===== config.mk =====
export PLATFORM = sky130hd
export DESIGN_NAME = fmul_normround
export DESIGN_NICKNAME = d
export VERILOG_FILES = /design/src/rtl/fmul_normround.sv
export SDC_FILE = /design/constraint.sdc
export NUM_CORES = 1
export LEC_CHECK = 0
export ABC_AREA = 1
export ABC_CLOCK_PERIOD_IN_PS = 7800
export CAP_MARGIN = 20
export CORE_ASPECT_RATIO = 1.2
export CORE_MARGIN = 2
export CORE_UTILIZATION = 54
export CTS_CLUSTER_DIAMETER = 30
export DETAILED_ROUTE_END_ITERATION = 10
export GPL_TIMING_DRIVEN = 0
export PLACE_DENSITY = 0.91
export REMOVE_ABC_BUFFERS = 1
export SYNTH_ARGS = -nofsm -noshare
export SYNTH_HDL_FRONTEND = slang
export SYNTH_SLANG_ARGS = --single-unit

===== constraint.sdc =====
create_clock -name clk -period 7.8 [get_ports clk]
set_input_delay 1.56 -clock clk [delete_from_list [all_inputs] [get_ports clk]]
set_output_delay 1.56 -clock clk [all_outputs]
set_load 0.02 [all_outputs]

===== src/rtl/fmul_normround.sv =====
// Normalize-and-round back end for a floating-point multiplier: 2-stage valid/ready pipeline.
// Optional status flag outputs are enabled by defining FMUL_NORMROUND_FLAGS_EN.
module fmul_normround #(
    parameter int WIDTH = 24,
    parameter int EXP_W = 8
) (
    input  logic                    clk,
    input  logic                    rst,
    input  logic                    in_valid,
    output logic                    in_ready,
    input  logic [2*WIDTH-1:0]      in_prod,
    input  logic signed [EXP_W+1:0] in_exp,
    input  logic                    in_sign,
    input  logic                    in_zero,
    input  logic                    in_inf,
    input  logic                    in_nan,
    output logic                    out_valid,
    input  logic                    out_ready,
    output logic [EXP_W+WIDTH-1:0]  out_data
`ifdef FMUL_NORMROUND_FLAGS_EN
    ,
    output logic                    out_overflow,
    output logic                    out_underflow,
    output logic                    out_inexact,
    output logic                    out_invalid
`endif
);
    localparam int EW = EXP_W + 2;
    localparam int DW = EXP_W + WIDTH;
    localparam logic signed [EW-1:0] EMAX  = $signed({2'b00, {EXP_W{1'b1}}});
    localparam logic signed [EW-1:0] EZERO = '0;

    logic                 s1_valid_q, s1_valid_d;
    logic                 s2_valid_q, s2_valid_d;
    logic                 s2_ready, s1_load, s2_load;

    logic                 top;
    logic [WIDTH-1:0]     m_d;
    logic                 g_d, s_d;
    logic signed [EW-1:0] e_d;

    logic                 s1_sign_q, s1_g_q, s1_s_q;
    logic                 s1_nan_q, s1_inf_q, s1_zero_q;
    logic [WIDTH-1:0]     s1_m_q;
    logic signed [EW-1:0] s1_e_q;

    logic                 inc, carry, ovf_c, unf_c;
    logic [WIDTH:0]       m_rnd;
    logic [WIDTH-2:0]     frac;
    logic signed [EW-1:0] e_rnd;
    logic [DW-1:0]        data_d, data_q;

    assign s2_ready = !s2_valid_q || out_ready;
    assign in_ready = !s1_valid_q || s2_ready;
    assign s1_load  = in_valid && in_ready;
    assign s2_load  = s1_valid_q && s2_ready;

    assign s1_valid_d = in_ready ? in_valid : s1_valid_q;
    assign s2_valid_d = s2_ready ? s1_valid_q : s2_valid_q;

    always_ff @(posedge clk or posedge rst) begin
        if (rst) begin
            s1_valid_q <= 1'b0;
            s2_valid_q <= 1'b0;
        end else begin
            s1_valid_q <= s1_valid_d;
            s2_valid_q <= s2_valid_d;
        end
    end

    // Stage 1: align the leading one to the top of m, split off guard and sticky.
    assign top = in_prod[2*WIDTH-1];
    assign m_d = top ? in_prod[2*WIDTH-1:WIDTH] : in_prod[2*WIDTH-2:WIDTH-1];
    assign g_d = top ? in_prod[WIDTH-1] : in_prod[WIDTH-2];
    assign s_d = top ? (|in_prod[WIDTH-2:0]) : (|in_prod[WIDTH-3:0]);
    assign e_d = in_exp + $signed({{(EW-1){1'b0}}, top});

    always_ff @(posedge clk) begin
        if (s1_load) begin
            s1_sign_q <= in_sign;
            s1_m_q    <= m_d;
            s1_g_q    <= g_d;
            s1_s_q    <= s_d;
            s1_e_q    <= e_d;
            s1_nan_q  <= in_nan | (in_inf & in_zero);
            s1_inf_q  <= in_inf;
            s1_zero_q <= in_zero;
        end
    end

    // Stage 2: round to nearest even, renormalize on carry-out, then range-check and pack.
    assign inc   = s1_g_q & (s1_s_q | s1_m_q[0]);
    assign m_rnd = {1'b0, s1_m_q} + {{WIDTH{1'b0}}, inc};
    assign carry = m_rnd[WIDTH];
    assign frac  = carry ? m_rnd[WIDTH-1:1] : m_rnd[WIDTH-2:0];
    assign e_rnd = s1_e_q + $signed({{(EW-1){1'b0}}, carry});
    assign ovf_c = e_rnd >= EMAX;
    assign unf_c = e_rnd <= EZERO;

    always_comb begin
        data_d = {s1_sign_q, e_rnd[EXP_W-1:0], frac};
        if (s1_nan_q)
            data_d = {1'b0, {EXP_W{1'b1}}, 1'b1, {(WIDTH-2){1'b0}}};
        else if (s1_inf_q || (!s1_zero_q && ovf_c))
            data_d = {s1_sign_q, {EXP_W{1'b1}}, {(WIDTH-1){1'b0}}};
        else if (s1_zero_q || unf_c)
            data_d = {s1_sign_q, {(DW-1){1'b0}}};
    end

    always_ff @(posedge clk or posedge rst) begin
        if (rst)
            data_q <= '0;
        else if (s2_load)
            data_q <= data_d;
    end

    assign out_valid = s2_valid_q;
    assign out_data  = data_q;

`ifdef FMUL_NORMROUND_FLAGS_EN
    logic       finite;
    logic [3:0] flags_d, flags_q;

    assign finite  = !(s1_nan_q || s1_inf_q || s1_zero_q);
    assign flags_d = {s1_nan_q,
                      finite & (s1_g_q | s1_s_q | ovf_c | unf_c),
                      finite & !ovf_c & unf_c,
                      finite & ovf_c};

    always_ff @(posedge clk or posedge rst) begin
        if (rst)
            flags_q <= '0;
        else if (s2_load)
            flags_q <= flags_d;
    end

    assign {out_invalid, out_inexact, out_underflow, out_overflow} = flags_q;
`endif
endmodule


==> run metrics <==
most frequent cells in the layout 188 x nand2_1, 99 x clkdlybuf4s50_1, 55 x nor2_1; Worst EP arrival between 2 and 3 ns; WS Path Type input pin to primary output; Achievable Freq about 230 MHz; Async S/R FF share, synth a little under half; Synth top area share 28.65%; IO buf count 99; max-slew violation count 0; drt via density roughly 5.3; cell area after synthesis approximately 4200 um2; Sequential Power Share between 40% and 50%; Post-synth EDFFs 40; diode count 0; WP data required 6.24 ns; # DRC 0; fin crit share between 50% and 60%; Max Fanout on Critical Path 3; distinct cell type count after synthesis 37; startpoint type of the worst setup path input pin; switch share a little over a quarter; Max-cap violations 0; Num CTS Buffers 9; clock power share between 30% and 40%; via count about 3800; P&R area growth vs syn 31.45%; placed cell area 5289 um2; Gate power share roughly a fifth; Clock Tree Buf Depth 2; fin area 5512 um2; final hold vios 0; vias in the first global route 3541; Hold Crit Class flop to flop; largest net degree at the start of global routing 41; Final setup viols 0; pwr dens roughly 180 nW/um2; global-route wire length before repair 15.62 mm; CTS tree yes; H-Tree Level Count 3; unrepaired setup endpoints after global routing false; Pleak between 2 and 2.5 nW; Die ar. around 8500 um2; crit path time final 4.338 ns; Post-CTS Setup Repair Bufs 0; internal power between 0.7 and 0.8 mW; routing usage on met1 between 20% and 30%; Post-Route WL 9.531 mm; WHS slightly below 0.5 ns; DR pass1 iterations 5; height of the die 100.5 um; GR Util met3 roughly 4.3%; post-CTS sizing 0; HPWL Detailed 7.298 mm; Setup WS pre-CTS ~3.5 ns; Overflow after GRT 0; Clock Sinks 74; Worst-Skew Late Latency about 0.35 ns; Ports 100; maximum vdd drop between 0.0001 and 0.00015 V; met2 GRT Util between 40% and 50%; Max Clock Skew about 0.009 ns; Avg Cell Area, Syn roughly 8.2 um2; yosys warns 0; initial core utilization a little under three fifths; wire length per cell 13.35 um; sequential area share after synthesis about half; Synth Register Bits 74; Switch Pwr around 0.27 mW; final setup margin approximately 3.5 ns; worst-margin pin slew approximately 0.85 ns; routability cong. between 0.9 and 1; status finished, final reports clean; 1st-iter DRT viols approximately 250; setup TNS 0 ns; Setup crit end kind primary output; ANT nets after route 0; nets@finish about 690; Reg clk slew, reported paths approximately 0.070 ns; Syn Inst Count roughly 510; grt peak-use layer met2; layout cells sized above 1 8.521%; commonest non-fill, non-tap cell in the layout nand2_1; Row Count 35; Core Footprint approximately 7600 um2; hold-fix buffers at CTS 0; post-synth top area cell edfxtp_1; Rel. slew slack 43.48%; DIE WIDTH 84.44 um; Synth Flop Type edfxtp_1; fillers 593; gr usage total 23.09%; initial antenna violation count 0; clock tree root driver cell clkbuf_8; Area contributors post-synth edfxtp_1 29%, dfrtp_1 20%, nand2_1 17%
-- final timing paths --
path,to,from,slack (ns),depth (start not counted)
setup reg to reg,out_data[12]$_DFFE_PP0P_,s1_m_q[0]$_DFFE_PP_,3.75,22
hold reg to reg,out_data[20]$_DFFE_PP0P_,out_data[20]$_DFFE_PP0P_,0.49,2
min in group asynchronous,out_data[30]$_DFFE_PP0P_,rst,1.59,2
setup / recovery,in_ready,out_ready,3.46,4
hold / removal,out_data[20]$_DFFE_PP0P_,out_data[20]$_DFFE_PP0P_,0.49,2
max in group asynchronous,out_data[13]$_DFFE_PP0P_,rst,5.68,3
-- flip-flops by register name (all words and copies together) (netlist names) --
signal	cells
out_data	32
out_valid	1
s1_e_q	10
s1_g_q	1
s1_inf_q	1
s1_m_q	24
s1_nan_q	1
s1_s_q	1
s1_sign_q	1
s1_valid_q	1
s1_zero_q	1
-- synthesized netlist by cell type (all sizes together) (3+ instances only) --
master and instances:
nand3 26, o21ai 24, inv 50, nor2 61, dfrtp 34, edfxtp 40, or2 4, nor4 6
o21bai 3, nand2 194, clkbuf 7, xnor2 10, nand4 8, xor2 15, nor3 7, ha 6
a21oi 11
-- layer usage --
metal	share of wire [%]	up-vias
li1	-	1860
met1	40	1700
met4	3.2	0
met3	6.3	30
met5	0	-
met2	51	176
-- through the flow --
step                total power [mW]  util [%]  std cells
global route                   1.042     72.33        714
detailed placement            0.6807     69.41        698
CTS                           0.9991     72.33        714
finish                        0.9968     72.33        714
floorplan                     0.5839         -        506
global placement              0.6704     69.05        697
-- power groups by stage --
stage	registers, mW	logic, mW	clock network, mW
2_1_floorplan	0.498	0.0862	0
3_3_place_gp	0.483	0.187	0
3_5_place_dp	0.485	0.196	0
4_1_cts	0.477	0.198	0.324
5_1_grt	0.481	0.216	0.344
6_report	0.477	0.198	0.322
-- critical path: stages --
cell	delay, ns
clkdlybuf4s50_1	0.46
inv_1	0.05
nand3_1	0.10
clkdlybuf4s50_1	0.61
-- logic make-up (layout without fill, tap and decap cells) --
| family | count (synthesis) | count (layout) | share of synthesized area, % |
|---|---|---|---|
| adder cells (fa/ha/maj) | 6 | 6 | 1.790 |
| buffers and inverters | 59 | 167 | 5.461 |
| AO/OA/AOI/OAI | 43 | 43 | 6.775 |
| XOR/XNOR | 25 | 25 | 5.222 |
| AND/OR/NAND/NOR | 307 | 307 | 31.81 |
| flip-flops | 74 | 74 | 48.94 |
-- final cells by class --
| cell class | instances | area [um2] | area share (%) |
|---|---|---|---|
| clock inverter | 4 | 45.04 | 0.8173 |
| tap | 92 | 115.1 | 2.089 |
| timing repair buffer | 100 | 1018 | 18.48 |
| multi-input combinational | 381 | 1912 | 34.69 |
| sequential | 74 | 2052 | 37.23 |
| clock buffer | 12 | 177.7 | 3.224 |
| inverter | 51 | 191.4 | 3.473 |
(Power assumes the default switching activity.)
